File: config.mk
export PLATFORM = sky130hd
export DESIGN_NAME = rx_gearbox
export DESIGN_NICKNAME = d
export VERILOG_FILES = /design/src/rtl/rx_gearbox.sv
export SDC_FILE = /design/constraint.sdc
export NUM_CORES = 1
export LEC_CHECK = 0
export CORE_UTILIZATION = 54
export CTS_CLUSTER_DIAMETER = 30
export DETAILED_ROUTE_END_ITERATION = 10
export PLACE_DENSITY = 0.82
export SYNTH_ARGS = -nofsm -noshare
export SYNTH_HDL_FRONTEND = slang
export SYNTH_SLANG_ARGS = --single-unit
export TNS_END_PERCENT = 5
File: constraint.sdc
create_clock -name i_clk -period 3.8 [get_ports i_clk]
set_input_delay 0.76 -clock i_clk [delete_from_list [all_inputs] [get_ports i_clk]]
set_output_delay 0.76 -clock i_clk [all_outputs]
set_load 0.02 [all_outputs]
File: src/rtl/rx_gearbox.sv
// rtl/rx_gearbox.sv - receive gearbox: 32-bit line words to 2-bit sync header plus two 32-bit payload words
// A slip pulse drops the oldest buffered bit and restarts framing at a header.
module rx_gearbox #(
  parameter int DATA_WIDTH = 32,
  parameter int BUF_WIDTH  = 66
) (
  input  logic                  i_clk,
  input  logic                  i_reset_n,
  input  logic [DATA_WIDTH-1:0] i_data,
  input  logic                  i_data_valid,
  input  logic                  i_slip,
  output logic [DATA_WIDTH-1:0] o_data,
  output logic [1:0]            o_hdr,
  output logic                  o_data_valid,
  output logic                  o_hdr_valid
);

  localparam logic [6:0] DATA_LEN = 7'(DATA_WIDTH);
  localparam logic [6:0] HDR_LEN  = 7'(DATA_WIDTH + 2);
  localparam logic [6:0] CNT_MAX  = 7'(DATA_WIDTH + 1);

  typedef enum logic {HDR = 1'b0, DATA = 1'b1} phase_t;

  logic [BUF_WIDTH-1:0] bit_buf;
  logic [BUF_WIDTH-1:0] bit_buf_next;
  logic [BUF_WIDTH-1:0] work;
  logic [6:0]           cnt;
  logic [6:0]           cnt_next;
  logic [6:0]           avail;
  logic [6:0]           consumed;
  phase_t               phase;
  phase_t               phase_next;
  phase_t               ext_phase;
  logic                 hdr_fire;
  logic                 data_fire;

  // New bits land directly above the cnt bits already held; bits above avail are always zero.
  always_comb begin
    avail     = cnt + (i_data_valid ? DATA_LEN : 7'd0);
    work      = bit_buf;
    if (i_data_valid) begin
      work = bit_buf | ({{(BUF_WIDTH-DATA_WIDTH){1'b0}}, i_data} << cnt);
    end
    ext_phase = i_slip ? HDR : phase;
    if (i_slip && (avail != 7'd0)) begin
      work  = work >> 1;
      avail = avail - 7'd1;
    end
  end

  always_comb begin
    hdr_fire     = (ext_phase == HDR) && (avail >= HDR_LEN);
    data_fire    = (ext_phase == DATA) && (avail >= DATA_LEN);
    consumed     = hdr_fire ? HDR_LEN : (data_fire ? DATA_LEN : 7'd0);
    phase_next   = hdr_fire ? DATA : (data_fire ? HDR : ext_phase);
    bit_buf_next = work >> consumed;
    cnt_next     = avail - consumed;
  end

  always_ff @(posedge i_clk) begin
    if (!i_reset_n) begin
      bit_buf <= '0;
      cnt     <= 7'd0;
      phase   <= HDR;
    end else begin
      bit_buf <= bit_buf_next;
      cnt     <= cnt_next;
      phase   <= phase_next;
    end
  end

  always_ff @(posedge i_clk) begin
    if (!i_reset_n) begin
      o_data       <= '0;
      o_hdr        <= 2'b00;
      o_data_valid <= 1'b0;
      o_hdr_valid  <= 1'b0;
    end else begin
      o_data_valid <= hdr_fire | data_fire;
      o_hdr_valid  <= hdr_fire;
      if (hdr_fire) begin
        o_hdr  <= work[1:0];
        o_data <= work[DATA_WIDTH+1:2];
      end else if (data_fire) begin
        o_data <= work[DATA_WIDTH-1:0];
      end
    end
  end

  // Each cycle adds at most 32 bits and consumes at least 32 once cnt reaches 32.
  always_ff @(posedge i_clk) begin
    if (i_reset_n) begin
      assert (cnt <= CNT_MAX);
    end
  end

endmodule

# Word level (Yosys, flattened, before mapping)
# Cells that the tools add are included.
[op_classes]
n_bitwise = 3
muxes = 11
shift = 2
n_reduce_logical = 5
n_lt_le_gt_ge = 2
n_addsub = 3
[ops]
columns = ["operator", "n"]
rows = [
  ["66-bit two-way mux", 2],
  ["66-bit bitwise OR", 1],
  ["32-bit by 7-bit << shifter with 66-bit output", 1],
  ["66-bit by 6-bit >> shifter with 66-bit output", 1],
  ["32-bit two-way mux", 2],
  ["6-bit two-way mux", 3],
  ["7-bit by 6-bit greater-or-equal comparator with 1-bit output, second input constant", 2],
  ["7-bit by 6-bit adder with 7-bit output", 1],
  ["7-bit two-way mux", 1],
  ["7-bit nonzero test", 1],
  ["7-bit by 1-bit subtractor with 7-bit output, second input constant", 1],
  ["7-bit by 6-bit subtractor with 7-bit output", 1],
  ["1-bit logical AND", 3],
  ["1-bit two-way mux", 3],
  ["2-bit nonzero test", 1],
  ["1-bit NOT", 1],
  ["1-bit bitwise OR", 1],
]
[totals]
input_bits = 36
ff_bits = 110
output_inout_bits = 36

# Longest topological paths before layout
# Gate-level depths: netlist of the first run.
[depth]
depth_word = 10
mapped_depth = 16
ltp_nobuf = 12

# Worst setup path before layout of the first run
# No wires, ideal clock.
[synth_timing]
path_kind = "input to register"
startpoint = "input i_data_valid"
endpoint = "register cnt[5]"
required_time_ps = 3672
setup_slack_ps = 189
path_buffers = 1
stages = 12
t_arrival_ps = 3484
cell_sequence = "ha_1 > or4_4 > o31a_1 > mux2_4 > a311o_4 > clkinv_4 > buf_2 > ha_1 > ha_1 > nand3_1 > xnor2_1 > nor2_1"
[synth_rtl]
columns = ["element", "line", "text"]
rows = [
  ["start: declaration", "10", "input logic i_data_valid,"],
  ["6-bit two-way mux *", "39", "avail = cnt + (i_data_valid ? DATA_LEN : 7'd0);"],
  ["7-bit by 6-bit adder with 7-bit output *", "39", ""],
  ["branches (longest 2 deep; another with 7-bit by 1-bit subtractor with 7-bit output)", "-", ""],
  ["7-bit two-way mux *", "45", "if (i_slip && (avail != 7'd0)) begin"],
  ["7-bit by 6-bit greater-or-equal comparator with 1-bit output *", "52", "hdr_fire = (ext_phase == HDR) && (avail >= HDR_LEN);"],
  ["1-bit logical AND *", "52", ""],
  ["net hdr_fire", "34", "logic hdr_fire;"],
  ["6-bit two-way mux *", "54", "consumed = hdr_fire ? HDR_LEN : (data_fire ? DATA_LEN : 7'd0);"],
  ["7-bit by 6-bit subtractor with 7-bit output *", "57", "cnt_next = avail - consumed;"],
  ["end signal: assignment", "67", "cnt <= cnt_next;"],
  ["end: declaration", "27", "logic [6:0] cnt;"],
]
# Mark *: on every way through the listed nets, which the timed path passes.
# A chain may end at the register's enable or synchronous reset.

# Worst setup path after layout of the first run
[layout_timing]
startpoint = "input i_data_valid"
endpoint = "register cnt[5]"
[layout_between]
elab_chain_len = 10
[layout_lines]
columns = ["element", "line", "text"]
rows = [
  ["6-bit two-way mux *", "39", ""],
  ["7-bit by 6-bit adder with 7-bit output *", "39", ""],
  ["branches (longest 2 deep; another with 7-bit by 1-bit subtractor with 7-bit output)", "-", ""],
  ["7-bit two-way mux *", "45", ""],
  ["7-bit by 6-bit greater-or-equal comparator with 1-bit output", "53", "data_fire = (ext_phase == DATA) && (avail >= DATA_LEN);"],
  ["1-bit logical AND", "53", ""],
  ["6-bit two-way mux (2 in series)", "54", ""],
  ["7-bit by 6-bit subtractor with 7-bit output *", "57", ""],
]
# Mark *: on every way between the ends.

==> reports/qor.yml, run 1 <==
final_layout:
  regArea_sq_mm: 0.002205
  fillCellCount: 1298
  antenna_cells: 0
  final_util: 0.6848
  syn_to_final_growth_pct: 23.37
  final_area_sq_mm: 0.01045
  multiInputGateArea_sq_mm: 0.005756
  layout.nets: 1207
  finalNonFillerCells: 1381
  layout-drive-gt1-share: 0.2077
synthesis:
  synth_edf_count: 0
  syn_nets: 1081
  synth.distinct_cells: 95
  synth_compound_area_frac: 0.3055
  netlist_top_cells_count: "126 x nor2_1, 110 x dfxtp_1, 108 x nand2_1, 76 x a21oi_1, 42 x clkbuf_1"
  synth_cells: 1039
  yosysTopAreaCell: "dfxtp_1"
  synthArstFlopShare: 0
  yosys.area_share.simple: 0.1960
  yosys_register_bits: 110
  yosysMostFrequentCell: "nor2_1"
  yosysTopAreaCellShare: 0.2600
  syn_avg_cell_area_sq_um: 8.151
  synth_top_family_by_area: "compound AO/OA/AOI/OAI gates"
  synth_area_leaders: "dfxtp_1 26%, mux4_2 8.2%, nor2_1 5.6%"
  yosysSeqAreaShare: 0.2600
  synth_xor_area_frac: 0.007091
  syn_area_sq_mm: 0.008469
  synthAdderAreaFrac: 0.008864
  ys.flop_type: "dfxtp_1"
  yosysWarningCount: 0
  synth.mux.area_fraction: 0.1588
flow_run:
  maxCapViolCount: 0
power_and_ir_drop:
  ir_worst_vdd_mv: 0.5805
  leakagePower_nw: 3.955
  power_density_mw_per_mm2: 1022
  power_w: 0.01068
setup_path:
  arrival_ns: 3.84
  path_class: "in2reg"
  cp_max_fo: 5
  worstPathRequired_ns: 4.04
  r2r_slack_ns: 0.45
  crit_path_start_kind: "input port"
  end_kind: "register"
clocking:
  postCtsHoldBufs: 0
  post_cts_buffers: 0
  cts_tree: "done"
  numClockSinks: 110
  post_cts_resize_count: 0
  clk_pin_slew_ns: 0.07
  clk_latency_ns: 0.37
  cts_root_buf: "clkbuf_16"
  clockBufferDepth: 2
  cts-htree-levels: 3
  cts_buffers: 9
timing:
  setup_violations: 0
  rsz0062_at_grt: "no"
  worst_clock_skew_ns: 0.01203
  period_share: 0.9480
  drv_slew: 0
  slew_headroom: 0.3585
  finalSetupTns_ns: 0
  min_period_ns: 3.602
  hold_viol: 0
  fmax_ghz: 0.2776
  worstMarginPinSlew_ns: 0.9540
global_route:
  grt_overflow: 0
  grt_pass1_vias: 9078
  grt_pass1_wl_microns: 53960
  track_usage: 0.4483
  grt_antenna_before_repair: 0
  grt_max_degree: 59
drt:
  dr.pass1.iters: 5
  vias: 9747
  avgRoutedWirePerCell_microns: 25.98
  wl_met2_microns: 15510
  highest_layer: "met4"
  via_per_inst: 7.058
  wl_microns: 35880
  drc_errors: 0
  wl_met3_microns: 4207
  ant_nets: 0
  drtIter0Drc: 1430
  drt-met1-wl_microns: 13700
floorplanning:
  pin_count: 72
  core_sq_mm: 0.01526
  rows: 45
  die_x_microns: 127.2
  start_util: 0.5551
  die-area_sq_mm: 0.01619
  die_h_microns: 127.2
placed_design:
  dpl_cell_area_sq_mm: 0.01012
  port_buffers: 71
  dp_cells: 1365
  dp_hpwl_microns: 27320
  gp_congestion: 1.049
min_path:
  hp-class: "reg2reg"
status:
  status: "finished, final reports clean"
[worst max-delay path: stages]
cell and delay, ns:
clkdlybuf4s50_1 0.43, ha_1 0.32, or4_4 0.54, buf_4 0.17
o311ai_0 0.30, a22o_1 0.25, a311o_4 0.25, clkinv_4 0.07
ha_1 0.23, ha_1 0.24, nand3_1 0.10, xnor2_1 0.13
nor2_1 0.06
[worst paths after layout]
| check | startpoint | endpoint | depth (start not counted) |
|---|---|---|---|
| worst max register to register | cnt[1] | bit_buf[7] | 9 |
| worst max-delay path | i_data_valid | cnt[5] | 13 |
| worst min-delay path | o_hdr[0] | o_hdr[0] | 2 |
| worst min register to register | o_hdr[0] | o_hdr[0] | 2 |
[routing by layer]
layer | up-vias | GRT usage
met5 | - | 0
met4 | 0 | 0.2654
met3 | 184 | 0.1143
li1 | 4236 | -
met1 | 4615 | 0.5707
met2 | 712 | 0.6875
[registers in the layout, indices dropped and copies added (netlist names)]
signal and count:
bit_buf 66, o_hdr_valid 1, phase 1, cnt 7, o_hdr 2, o_data_valid 1
o_data 32
[through the flow]
| step | worst slack [ns] | hold slack (ns) |
|---|---|---|
| floorplan | 0.1888 | 0.4822 |
| global placement | -0.1047 | 0.4427 |
| detailed placement | -0.1591 | 0.4465 |
| CTS | 0.2147 | 0.4565 |
| global route | 0.04396 | 0.4751 |
| finish | 0.1978 | 0.4546 |
[kinds of logic (layout without fill, tap and decap cells)]
logic type / after synthesis / after routing
AOI/OAI and AO/OA: 360 / 360
xor gates and xnor gates: 6 / 6
adders and majority gates: 6 / 6
buffers and inverters: 111 / 242
DFF: 110 / 110
muxes: 92 / 92
and+or+nand+nor: 354 / 354
[layout make-up]
type,instances,share of cell area
clock inverters,7,0.009819
multi-input cells,818,0.5508
clock buffers,9,0.02155
inverters,22,0.008382
repair buffers,204,0.1732
well taps,211,0.02527
flip-flops and latches,110,0.2110
[where the power goes]
part / internal [W] / total, W / switching, W
registers: 0.00158 / 0.00180 / 0.000214
logic: 0.00317 / 0.00782 / 0.00465
clock network: 0.000588 / 0.00106 / 0.000472
[placed cells by master, fill, tap and decap left out, types with 14 or more instances in the layout]
cell type and instances:
clkdlybuf4s50_1 71, buf_4 125, o211ai_1 21, mux2i_1 35
a211oi_1 14, nand2_1 108, mux4_2 31, inv_1 18
o22ai_1 21, o21ai_0 39, dfxtp_1 108, nor3_1 14
o221ai_1 26, a221oi_1 15, and2_1 14, a22oi_1 24
nor2_1 126, mux2_2 25, a21oi_1 76, nand3_1 18
Note: power is estimated with default switching activity, not from simulation.
==> inputs of run 2 (changes only) <==
--- a/config.mk
+++ b/config.mk
@@ -8,6 +8,7 @@
 export CORE_UTILIZATION = 54
 export CTS_CLUSTER_DIAMETER = 30
 export DETAILED_ROUTE_END_ITERATION = 10
+export GPL_ROUTABILITY_DRIVEN = 1
 export PLACE_DENSITY = 0.82
 export SYNTH_ARGS = -nofsm -noshare
 export SYNTH_HDL_FRONTEND = slang
==> results of run 2 <==
No change in the layout: final DEF, timing and power equal those of run 1.
